[config.mk]
export PLATFORM = sky130hd
export DESIGN_NAME = pipe_skid_stage
export DESIGN_NICKNAME = d
export VERILOG_FILES = /design/src/rtl/pipe_skid_stage_pkg.sv /design/src/rtl/pipe_skid_stage_reg_ld.sv /design/src/rtl/pipe_skid_stage.sv
export SDC_FILE = /design/constraint.sdc
export NUM_CORES = 1
export LEC_CHECK = 0
export BUFFER_PORTS_ARGS = -buffer_cell sky130_fd_sc_hd__clkbuf_2
export CAP_MARGIN = 25
export CORE_MARGIN = 1
export CORE_UTILIZATION = 30
export CTS_CLUSTER_SIZE = 10
export DETAILED_ROUTE_END_ITERATION = 6
export PLACE_DENSITY = 0.57
export SYNTH_ARGS = -nofsm -noshare
export SYNTH_HDL_FRONTEND = slang
export SYNTH_HIERARCHICAL = 1
export SYNTH_SLANG_ARGS = --single-unit
[constraint.sdc]
create_clock -name clk -period 2.3 [get_ports clk]
set_input_delay 0.115 -clock clk [delete_from_list [all_inputs] [get_ports clk]]
set_output_delay 0.115 -clock clk [all_outputs]
set_load 0.05 [all_outputs]
[src/rtl/pipe_skid_stage_pkg.sv]
// Shared types and constants for the valid/ready skid-buffer pipeline stage.
package pipe_skid_stage_pkg;

   typedef enum logic [1:0] {
      ST_EMPTY = 2'd0,
      ST_BUSY  = 2'd1,
      ST_FULL  = 2'd2
   } state_e;

   localparam logic [1:0] LVL_EMPTY = 2'd0;
   localparam logic [1:0] LVL_ONE   = 2'd1;
   localparam logic [1:0] LVL_TWO   = 2'd2;

   localparam int DEF_WIDTH = 32;

   function automatic logic [1:0] level_of(input state_e s);
      case (s)
         ST_BUSY: return LVL_ONE;
         ST_FULL: return LVL_TWO;
         default: return LVL_EMPTY;
      endcase
   endfunction

endpackage

[src/rtl/pipe_skid_stage_reg_ld.sv]
// Load-enabled register with asynchronous active-high reset to a parameterised value.
module pipe_reg_ld
   import pipe_skid_stage_pkg::*;
#(
   parameter int               WIDTH   = DEF_WIDTH,
   parameter logic [WIDTH-1:0] RST_VAL = '0
) (
   input  logic             clk,
   input  logic             rst,
   input  logic             ld_i,
   input  logic [WIDTH-1:0] d_i,
   output logic [WIDTH-1:0] q_o
);

   logic [WIDTH-1:0] data_q;

   // NOTE: the payload register is reset on purpose so m_data reads a known
   // value out of reset; a plain datapath register would normally skip this.
   always_ff @(posedge clk or posedge rst) begin
      if (rst) begin
         data_q <= RST_VAL;
      end else if (ld_i) begin
         // NOTE: non-blocking so every flop samples pre-edge values.
         data_q <= d_i;
      end
   end

   assign q_o = data_q;

endmodule

[src/rtl/pipe_skid_stage.sv]
// Full-throughput valid/ready register slice with a one-entry skid buffer;
// s_ready, m_valid and m_data all come straight from flops.
module pipe_skid_stage
   import pipe_skid_stage_pkg::*;
#(
   parameter int               WIDTH    = DEF_WIDTH,
   parameter logic [WIDTH-1:0] RST_DATA = '0,
   parameter int               CNT_W    = 16
) (
   input  logic             clk,
   input  logic             rst,
   input  logic             flush,
   input  logic             s_valid,
   output logic             s_ready,
   input  logic [WIDTH-1:0] s_data,
   output logic             m_valid,
   input  logic             m_ready,
   output logic [WIDTH-1:0] m_data,
   output logic [1:0]       level,
   output logic [CNT_W-1:0] stall_cnt
);

   localparam logic [CNT_W-1:0] STALL_MAX = '1;
   localparam logic [CNT_W-1:0] STALL_ONE = {{(CNT_W-1){1'b0}}, 1'b1};

   state_e           state_q, state_d;
   logic             s_ready_q, s_ready_d;
   logic             m_valid_q, m_valid_d;
   logic [CNT_W-1:0] stall_q, stall_d;

   logic             s_fire, m_fire;
   logic             main_ld, skid_ld, main_from_skid;
   logic [WIDTH-1:0] main_d, main_q, skid_q;

   assign s_fire = s_valid & s_ready_q;
   assign m_fire = m_valid_q & m_ready;

   always_comb begin
      // NOTE: every output of this block gets a default first, so no path
      // through the case can leave one unassigned and infer a latch.
      state_d        = state_q;
      main_ld        = 1'b0;
      skid_ld        = 1'b0;
      main_from_skid = 1'b0;
      unique case (state_q)
         ST_EMPTY: begin
            if (s_fire) begin
               state_d = ST_BUSY;
               main_ld = 1'b1;
            end
         end
         ST_BUSY: begin
            if (s_fire && m_fire) begin
               main_ld = 1'b1;
            end else if (s_fire) begin
               state_d = ST_FULL;
               skid_ld = 1'b1;
            end else if (m_fire) begin
               state_d = ST_EMPTY;
            end
         end
         ST_FULL: begin
            if (m_fire) begin
               state_d        = ST_BUSY;
               main_ld        = 1'b1;
               main_from_skid = 1'b1;
            end
         end
         default: state_d = ST_EMPTY;
      endcase
      // Flush drops everything held plus any word accepted this cycle; data
      // registers keep their contents, only the occupancy is forgotten.
      if (flush) begin
         state_d = ST_EMPTY;
         main_ld = 1'b0;
         skid_ld = 1'b0;
      end
   end

   assign s_ready_d = (state_d != ST_FULL);
   assign m_valid_d = (state_d != ST_EMPTY);
   assign stall_d   = (m_valid_q && !m_ready && stall_q != STALL_MAX) ? stall_q + STALL_ONE
                                                                      : stall_q;

   always_ff @(posedge clk or posedge rst) begin
      if (rst) begin
         state_q   <= ST_EMPTY;
         s_ready_q <= 1'b0;
         m_valid_q <= 1'b0;
         stall_q   <= '0;
      end else begin
         state_q   <= state_d;
         s_ready_q <= s_ready_d;
         m_valid_q <= m_valid_d;
         stall_q   <= stall_d;
      end
   end

   assign main_d = main_from_skid ? skid_q : s_data;

   pipe_reg_ld #(.WIDTH(WIDTH), .RST_VAL(RST_DATA)) u_main (
      .clk  (clk),
      .rst  (rst),
      .ld_i (main_ld),
      .d_i  (main_d),
      .q_o  (main_q)
   );

   pipe_reg_ld #(.WIDTH(WIDTH), .RST_VAL(RST_DATA)) u_skid (
      .clk  (clk),
      .rst  (rst),
      .ld_i (skid_ld),
      .d_i  (s_data),
      .q_o  (skid_q)
   );

   assign s_ready   = s_ready_q;
   assign m_valid   = m_valid_q;
   assign m_data    = main_q;
   assign level     = level_of(state_q);
   assign stall_cnt = stall_q;

   a_s_hold : assert property (@(posedge clk) disable iff (rst)
      (s_valid && !s_ready_q) |=> (s_valid && $stable(s_data)));

   a_m_hold : assert property (@(posedge clk) disable iff (rst)
      (m_valid_q && !m_ready && !flush) |=> (m_valid_q && $stable(main_q)));

endmodule

[Word level (Yosys, flattened, before mapping)]
Cells that the tools add are included.
Cells by class
  $add $sub $neg: 1
  reductions and logical operators: 6
  equal/unequal tests: 4
  bitwise logic cells: 2
  mux-type cells: 18
Operators with widths (number)
  32-bit two-way mux: 1
  16-bit by 1-bit adder with 16-bit output (second input constant): 1
  16-bit != test (second input constant): 1
  2-bit two-way mux: 6
  1-bit two-way mux: 8
  2-bit one-hot mux with 3 select lines: 1
  2-bit one-hot mux with 2 select lines: 1
  1-bit logical AND: 3
  1-bit one-hot mux with 3 select lines: 1
  1-bit AND: 2
  2-bit by 1-bit equality test with 1-bit output (second input constant): 1
  2-bit equality test (second input constant): 1
  2-bit zero test: 1
  2-bit != test (second input constant): 1
  2-bit nonzero test: 1
  1-bit zero test: 1
Word-level totals
  register bits after elaboration: 84
  output and inout bits: 52

[Logic depth before layout (Yosys ltp)]
Gate-level depths: netlist (run 1).
  depth after elaboration: 7
  gate-level depth with buffers: 7
  depth with buffers taken out: 5

[Cells and area by module]
The synthesis (run 1) kept the hierarchy.
Modules (own cells, without submodules)
  pipe_reg_ld: times used 2, cells each 69, sequential area each 800.8 um^2, area an instance 1348.8 um^2
  pipe_skid_stage: times used 1, cells each 130, sequential area each 500.5 um^2, area an instance 1380.1 um^2

[Least setup slack after synthesis (run 1)]
Ideal clock, no wire load.
  path kind: register to register
  start point: register state_q[1]
  end point: register u_skid.data_q[0] (netlist: u_skid/q_o[0])
  setup slack: -1 ps
  stages on the path, launching flop included: 7
  arrival time: 2176 ps
  path buffers: 2
  data required time: 2175 ps
  cell sequence: dfrtp_1 nor2b_1 nand3_1 a211oi_1 buf_6 buf_12 mux2_4
Between the ends
  longest elaborated chain between the ends: 3
RTL lines
  start, declared: line pipe_skid_stage.sv:26  | state_e state_q, state_d;
  start signal, assigned: line pipe_skid_stage.sv:92  | state_q <= state_d;
  2-bit by 1-bit equality test with 1-bit output: line pipe_skid_stage.sv:45  | unique case (state_q)
  1-bit two-way mux: line pipe_skid_stage.sv:45
  1-bit two-way mux: line pipe_skid_stage.sv:73  | if (flush) begin
  net skid_ld: line pipe_skid_stage.sv:32  | logic main_ld, skid_ld, main_from_skid;
  end signal, assigned: line pipe_skid_stage_reg_ld.sv:24  | data_q <= d_i;
  end, declared: line pipe_skid_stage_reg_ld.sv:15  | logic [WIDTH-1:0] data_q;
The timed path passes the listed nets, and every way through them passes these cells.
A chain may end at the register's enable or synchronous reset.

[Final worst setup path (run 1)]
  start point: register m_valid_q (netlist: m_valid)
  end point: register u_main.data_q[11] (netlist: u_main/q_o[11])
Between the ends
  longest elaborated chain between the ends: 5
  elaborated cells on any way between the ends: 8
  those cells by class: 6 x mux; 1 x bitwise; 1 x reduce/logical
RTL lines
  start, declared: line pipe_skid_stage.sv:28  | logic m_valid_q, m_valid_d;
  start signal, assigned: line pipe_skid_stage.sv:94  | m_valid_q <= m_valid_d;
  1-bit AND (*): line pipe_skid_stage.sv:36  | assign m_fire = m_valid_q & m_ready;
  1-bit logical AND: line pipe_skid_stage.sv:53  | if (s_fire && m_fire) begin
  1-bit two-way mux: line pipe_skid_stage.sv:53
  1-bit one-hot mux with 3 select lines (*): line pipe_skid_stage.sv:45
  1-bit two-way mux (*): line pipe_skid_stage.sv:73
  net main_ld: line pipe_skid_stage.sv:32
  end signal, assigned: line pipe_skid_stage_reg_ld.sv:24
  end, declared: line pipe_skid_stage_reg_ld.sv:15
The timed path passes the listed nets; every way through them passes the cells marked *.

==> results of run 1 <==
[stage by stage]
| step | cell area, sq um | hold WS (ps) | total power, W | cells | utilization |
|---|---|---|---|---|---|
| 2_1_floorplan | 4080 | 78.8 | 0.00415 | 268 | - |
| 3_3_place_gp | 4710 | 308 | 0.00460 | 530 | 0.356 |
| 3_5_place_dp | 4710 | 314 | 0.00465 | 530 | 0.356 |
| 4_1_cts | 5060 | 4.89 | 0.00631 | 547 | 0.382 |
| 5_1_grt | 5060 | 8.12 | 0.00654 | 547 | 0.382 |
| 6_report | 5060 | 22.7 | 0.00621 | 547 | 0.382 |
[synth_stat cells (2+ instances only)]
cell type / instances / area [sq um]
buf_6: 2 / 22.5
nand2_1: 11 / 41.3
dfrtp_1: 84 / 2100
nor3_1: 4 / 20.0
nor2_1: 4 / 15.0
nand3_1: 2 / 10.0
nor4_1: 4 / 25.0
inv_1: 4 / 15.0
mux2_2: 36 / 405
mux2_4: 61 / 916
and3_1: 2 / 12.5
nand4_1: 4 / 25.0
buf_2: 3 / 15.0
a31oi_1: 2 / 12.5
nor2b_1: 2 / 12.5
a21oi_1: 6 / 30.0
xor2_1: 15 / 131
buf_12: 6 / 120
[how the worst min path moves through the flow]
stage | from | to
after CTS | s_data[29] | u_skid/q_o[29]$_DFFE_PP0P_
after floorplan | rst | m_valid$_DFF_PP0_
final | s_data[14] | u_skid/q_o[14]$_DFFE_PP0P_
after global routing | s_data[29] | u_skid/q_o[29]$_DFFE_PP0P_
after global placement | rst | u_skid/q_o[25]$_DFFE_PP0P_
after detailed placement | rst | u_skid/q_o[25]$_DFFE_PP0P_
[registers in the layout, summed over array words and instances (netlist names)]
name        count
m_valid         1
s_ready         1
stall_cnt      16
state_q         2
u_main/q_o     32
u_skid/q_o     32
[power by group]
part           leakage, nW  switching, W  internal [W]  total, W
Combinational         1.29       0.00131      0.000929   0.00224
Sequential            1.02      0.000353       0.00202   0.00237
Clock                0.162      0.000568       0.00104   0.00161
Total                 2.47       0.00223       0.00399   0.00621
[repair_timing]
action,CTS,global route
gates resized for setup,0,0
endpoints found under the hold margin,67,0
endpoints found under the setup margin,0,0
hold buffers,1,0
[cell families (layout without fill, tap and decap cells)]
| family | count (synthesis) | after routing |
|---|---|---|
| buffers and inverters | 15 | 118 |
| flip-flops | 84 | 84 |
| multiplexers | 97 | 97 |
| adder cells (fa/ha/maj) | 1 | 1 |
| XOR/XNOR | 15 | 15 |
| AND/OR/NAND/NOR | 42 | 42 |
| AO/OA/AOI/OAI | 14 | 14 |
[area by class of cell]
class | instances | area [sq um]
clock inverters | 3 | 67.6
repair buffers | 98 | 556
multi-input cells | 169 | 1830
inverters | 4 | 15.0
clock buffers | 13 | 270
flip-flops and latches | 84 | 2100
well taps | 176 | 220
fillers | 1298 | 8180
[cell usage in the layout, fill, tap and decap left out, types with 2 or more instances in the layout]
cell	n
nand3_1	2
nor2_1	4
clkbuf_2	88
nor4_1	4
inv_1	4
buf_4	6
clkbuf_8	3
nand4_1	4
buf_12	3
mux2_2	36
xor2_1	15
clkbuf_16	9
a21oi_1	5
and3_1	2
nand2_1	11
dfrtp_1	84
nor3_1	4
mux2_4	61
bufinv_16	2
a31oi_1	2
[metal layers]
| layer | track usage | vias to the layer above | wire length [um] |
|---|---|---|---|
| li1 | - | 1156 | - |
| met1 | 0.175 | 1231 | 3930 |
| met4 | 0.0498 | 0 | 125 |
| met3 | 0.0487 | 9 | 540 |
| met5 | 0 | - | 0 |
| met2 | 0.196 | 62 | 3840 |
==> summary.md, run 1 <==
| Metric | Value |
|---|---|
| Critical path class | register to register |
| Die Area | 14,100 sq um |
| Setup-failing EPs final | 0 |
| Worst Setup Start Kind | register |
| Wirelength per Cell | 15.4 um |
| Final period util | 0.862 |
| Largest net degree at the start of global routing | 33 |
| TNS Setup | 0 ps |
| Worst Setup EP | u_main/q_o[11]$_DFFE_PP0P_ |
| Reg2reg setup slack | 320 ps |
| GP Congestion | 0.708 |
| Port bufs | 88 |
| Worst r2r src | m_valid$_DFF_PP0_ |
| CTS root buf | clkbuf_16 |
| Compound-Gate Fraction of Synth Area | 0.0221 |
| Status | completed |
| Max frequency | 0.504 GHz |
| Ys Warns | 6 |
| Clk_lat worst skew | 340 ps |
| Total Routing Usage GR | 0.132 |
| Final wirelength | 8.44 mm |
| Largest family of logic cells by synthesized area | multiplexers |
| Critical Path RT | 2520 ps |
| CTS Sinks | 84 |
| Max_slew headroom | 0.498 |
| Power per cell area | 1230 nW/um^2 |
| Crit Reg-Reg Endpoint | u_main/q_o[11]$_DFFE_PP0P_ |
| Area growth syn-to-layout | 24.1% |
| Inserted Diodes | 0 |
| Post-synthesis simple-gate area fraction | 0.0608 |
| Share of post-route cells with drive strength above 1 | 0.582 |
| Adder-cell area share of the yosys netlist | 0.00307 |
| Register area share after synthesis | 0.515 |
| Ys async rst share | 1.00 |
| Nets | 404 |
| Lkg Pwr | 2.47 nW |
| Clock Skew | 4.69 ps |
| DP Worst Slack | 314 ps |
| Min cycle time layout | 1980 ps |
| Post-Syn Nets | 306 |
| Max-Cap Viols | 0 |
| Pins over their slew limit | 0 |
| Reg2reg path depth | 5 |
| CORE AREA | 13,200 sq um |
| Drt drc | 0 |
| Post-synthesis mux area share | 0.324 |
| First-pass GRT wire length | 14.2 mm |
| Row count | 42 |
| Fin. Hold Viols | 0 |
| CP Launch Point | m_valid$_DFF_PP0_ |
| Slowest cell on crit path | dfrtp_1 |
| Synth Instances | 268 |
| Post-layout worst setup margin | 316 ps |
| GRT overflow | 0 |
| DR iter-0 viols | 44 |
| Clk pin slew, worst setup/hold paths | 60 ps |
| Worst hold stages | 2 |
| CP Cell Sequence | a21boi_0 -> or3_1 -> a21oi_4 -> buf_4 -> mux2_2 |
| DRT Pass-1 Iters | 4 |
| Top delay family on crit path | flip-flops |
| Antenna Nets Post-Route | 0 |
| CTS max path bufs | 2 |
| Critical Path AT | 2200 ps |
| Vias | 2,458 |
| Yosys cell types | 34 |
| Peak supply drop | 0.339 mV |
| Hold Crit Class | primary input to register |
| Post-CTS Setup Bufs | 0 |
| Top Ports | 89 |
| RSZ-0062 raised after global routing | no |
| Fraction of synthesized cell area in xor and xnor cells | 0.0322 |
| Vias in the first global route | 2,646 |
| Synthesized flop and latch total | 84 |
| Initial antenna violation count | 0 |
| Post-synth top flop | dfrtp_1 |
| Mean Syn Cell Area | 15.2 sq um |
| Vias per cell | 4.49 |
| Critical path's largest stage delay | 490 ps |
| Netlist area before placement | 4080 sq um |
| EDFF count, synth | 0 |
| H-tree levels | 3 |
| Worst-margin pin slew | 753 ps |
| DP Wirelength | 5.73 mm |
| Buf/Inv on CP | 1 |
| Die Height | 119 um |
| Crit end category | register |
| CTS tree | yes |
| Num CTS Buffers | 9 |
| Levels on crit path | 5 |
| Die X | 119 um |
| CP Max Fanout | 10 |
| Initial Util | 0.308 |
No activity file was read; power rests on OpenSTA's default activity.
==> run 2, diff against run 1 <==
- MAX_ROUTING_LAYER: not set -> met4
==> run 2 against run 1 <==
  * Die area did not move
  * Register-to-register slack is essentially flat
  * Non-clock buffer count unchanged
  * Flip-flop and latch count did not move
  * Global-route usage increased by 0.39 points
  * Via count up 0.20%
  * Fmax fell by 0.30%
  * Cell area did not move
  * Count of clock-buffer cells in the layout unchanged
  * First-iteration DRC count is 4.5% lower
  * Combinational power barely moved
  * Utilization did not move
  * Critical path type unchanged
  * Critical endpoint unchanged
==> summary.md, run 2 (synthesis results as in run 1) <==
| Metric | Value |
|---|---|
| Initial Util | 0.308 (unchanged) |
| Max frequency | 0.503 GHz (-0.30%) |
| Crit end category | register |
| DRT Pass-1 Iters | 4 (unchanged) |
| Cts repair resizes | 0 (unchanged) |
| Pins over their slew limit | 0 (unchanged) |
| First-pass GRT wire length | 14.2 mm (about the same) |
| Vias | 2,463 (+0.20%) |
| Die Area | 14,100 sq um (unchanged) |
| Fin. Hold Viols | 0 (unchanged) |
| CTS max path bufs | 2 (unchanged) |
| Final wirelength | 8.44 mm (about the same) |
| Internal Pwr Total | 0.00399 W (about the same) |
| Total Routing Usage GR | 0.136 (+0.00385) |
| Critical path's largest stage delay | 500 ps (about the same) |
| CTS tree | yes |
| Post-layout worst setup margin | 311 ps (-5.93 ps) |
| CP Cell Sequence | a21boi_0 -> or3_1 -> a21oi_4 -> buf_4 -> mux2_2 |
| RSZ-0062 raised after global routing | no |
| Top Ports | 89 (unchanged) |
| Lkg Pwr | 2.47 nW (unchanged) |
| Commonest non-fill, non-tap cells in the layout | 88 x clkbuf_2, 84 x dfrtp_1, 61 x mux2_4 |
| Fin cells | 547 (unchanged) |
| Max_slew headroom | 0.490 (-0.00785) |
| Die X | 119 um (unchanged) |
| CTS root buf | clkbuf_16 |
| Die Height | 119 um (unchanged) |
| Row count | 42 (unchanged) |
| Psw | 0.00223 W (about the same) |
| Clk pin slew, worst setup/hold paths | 60 ps (about the same) |
| Power per cell area | 1230 nW/um^2 (about the same) |
| GP Congestion | 0.716 (+1.1%) |
| Commonest non-fill, non-tap cell in the layout | clkbuf_2 |
| Max-Cap Viols | 0 (unchanged) |
| Area growth syn-to-layout | 24.1% (unchanged) |
| CORE AREA | 13,200 sq um (unchanged) |
| Status | completed |
| Critical Path RT | 2520 ps (about the same) |
| GRT overflow | 0 (unchanged) |
| DP Worst Slack | 314 ps (unchanged) |
| Min cycle time layout | 1990 ps (+5.93 ps) |
| Sequential Power Share | 0.381 (about the same) |
| Fillcell total | 1,298 (unchanged) |
| CTS Sinks | 84 (unchanged) |
| Port bufs | 88 (unchanged) |
| Worst-margin pin slew | 764 ps (+11.8 ps) |
| Drt drc | 0 (unchanged) |
| Antenna Nets Post-Route | 0 (unchanged) |
| Share of post-route cells with drive strength above 1 | 0.582 (unchanged) |
| H-tree levels | 3 (unchanged) |
| Sw Share | 0.358 (about the same) |
| Clk_lat worst skew | 340 ps (about the same) |
| CP Max Fanout | 10 (unchanged) |
| Inserted Diodes | 0 (unchanged) |
| TNS Setup | 0 ps (unchanged) |
| Critical path class | register to register |
| Setup-failing EPs final | 0 (unchanged) |
| Peak supply drop | 0.339 mV (unchanged) |
| Slowest cell on crit path | dfrtp_1 |
| Comb power frac | 0.360 (about the same) |
| Largest net degree at the start of global routing | 33 (unchanged) |
| Clock Skew | 4.99 ps (+0.295 ps) |
| Initial antenna violation count | 0 (unchanged) |
| Wirelength per Cell | 15.4 um (about the same) |
| Nets | 404 (unchanged) |
| DP Wirelength | 5.73 mm (unchanged) |
| Vias per cell | 4.50 (+0.20%) |
| Vias in the first global route | 2,645 (-0.038%) |
| Final Core Density | 0.382 (unchanged) |
| Final period util | 0.865 (+0.00258) |
| Cells after DPL | 530 (unchanged) |
| Hold Crit Class | primary input to register |
| Num CTS Buffers | 9 (unchanged) |
| DR iter-0 viols | 42 (-4.5%) |
| Clk pwr share | 0.259 (about the same) |
| Critical Path AT | 2210 ps (about the same) |
| Worst Setup Start Kind | register |
==> run 2: cell counts in the layout (fill, tap and decap cells not counted) <==
Identical to the previous run, type by type.
==> run 2: power groups by stage <==
stage | clock [W] | sequential, W | combinational [W]
CTS | 0.00167 | 0.00238 | 0.00226
global placement | 0 | 0.00237 | 0.00223
detailed placement | 0 | 0.00239 | 0.00226
finish | 0.00161 | 0.00237 | 0.00224
global route | 0.00174 | 0.00244 | 0.00236
floorplan | 0 | 0.00318 | 0.000973
==> run 2: stage by stage <==
stage / area (sq um) / total power (W) / hold WS, ps
2_1_floorplan: 4080 / 0.00415 / 78.8
3_3_place_gp: 4710 / 0.00460 / 308
3_5_place_dp: 4710 / 0.00465 / 314
4_1_cts: 5060 / 0.00631 / 4.89
5_1_grt: 5060 / 0.00654 / 8.12
6_report: 5060 / 0.00621 / 22.6
==> run 2: path summary, 6_finish.rpt <==
kind	from	endpoint	slack, ps	cells after the start
worst max-delay path	m_valid$_DFF_PP0_	u_main/q_o[11]$_DFFE_PP0P_	310	5
worst min-delay path	s_data[14]	u_skid/q_o[14]$_DFFE_PP0P_	20	2
worst max register to register	m_valid$_DFF_PP0_	u_main/q_o[11]$_DFFE_PP0P_	310	5
worst min register to register	u_skid/q_o[11]$_DFFE_PP0P_	u_skid/q_o[11]$_DFFE_PP0P_	500	1
max in group asynchronous	rst	u_main/q_o[15]$_DFFE_PP0P_	1260	4
min in group asynchronous	rst	u_skid/q_o[25]$_DFFE_PP0P_	480	4
==> run 2: repair_timing <==
item	CTS	global route
setup buffers	0	0
hold buffers	1	0
hold endpoints to repair	67	0
==> run 2: cell type report <==
type	count	area [sq um]	area share
multi-input combinational	169	1830	0.362
inverter	4	15.0	0.00297
clock buffer	13	270	0.0534
timing repair buffer	98	556	0.110
clock inverter	3	67.6	0.0134
tap	176	220	0.0435
sequential	84	2100	0.415
==> run 2: routing by layer <==
layer,track usage,vias to the layer above,share of wire
met1,0.179,1233,0.48
li1,-,1157,-
met4,0.0498,0,0.015
met3,0.0430,9,0.053
met5,-,-,0
met2,0.196,64,0.45
==> run 2: critical path: cells and delay by family, from the launching register on <==
family	cells	cell delay [ps]
and+or+nand+nor	1	380
buffers and inverters	1	260
muxes	1	350
DFF	1	500
AOI/OAI and AO/OA	2	380
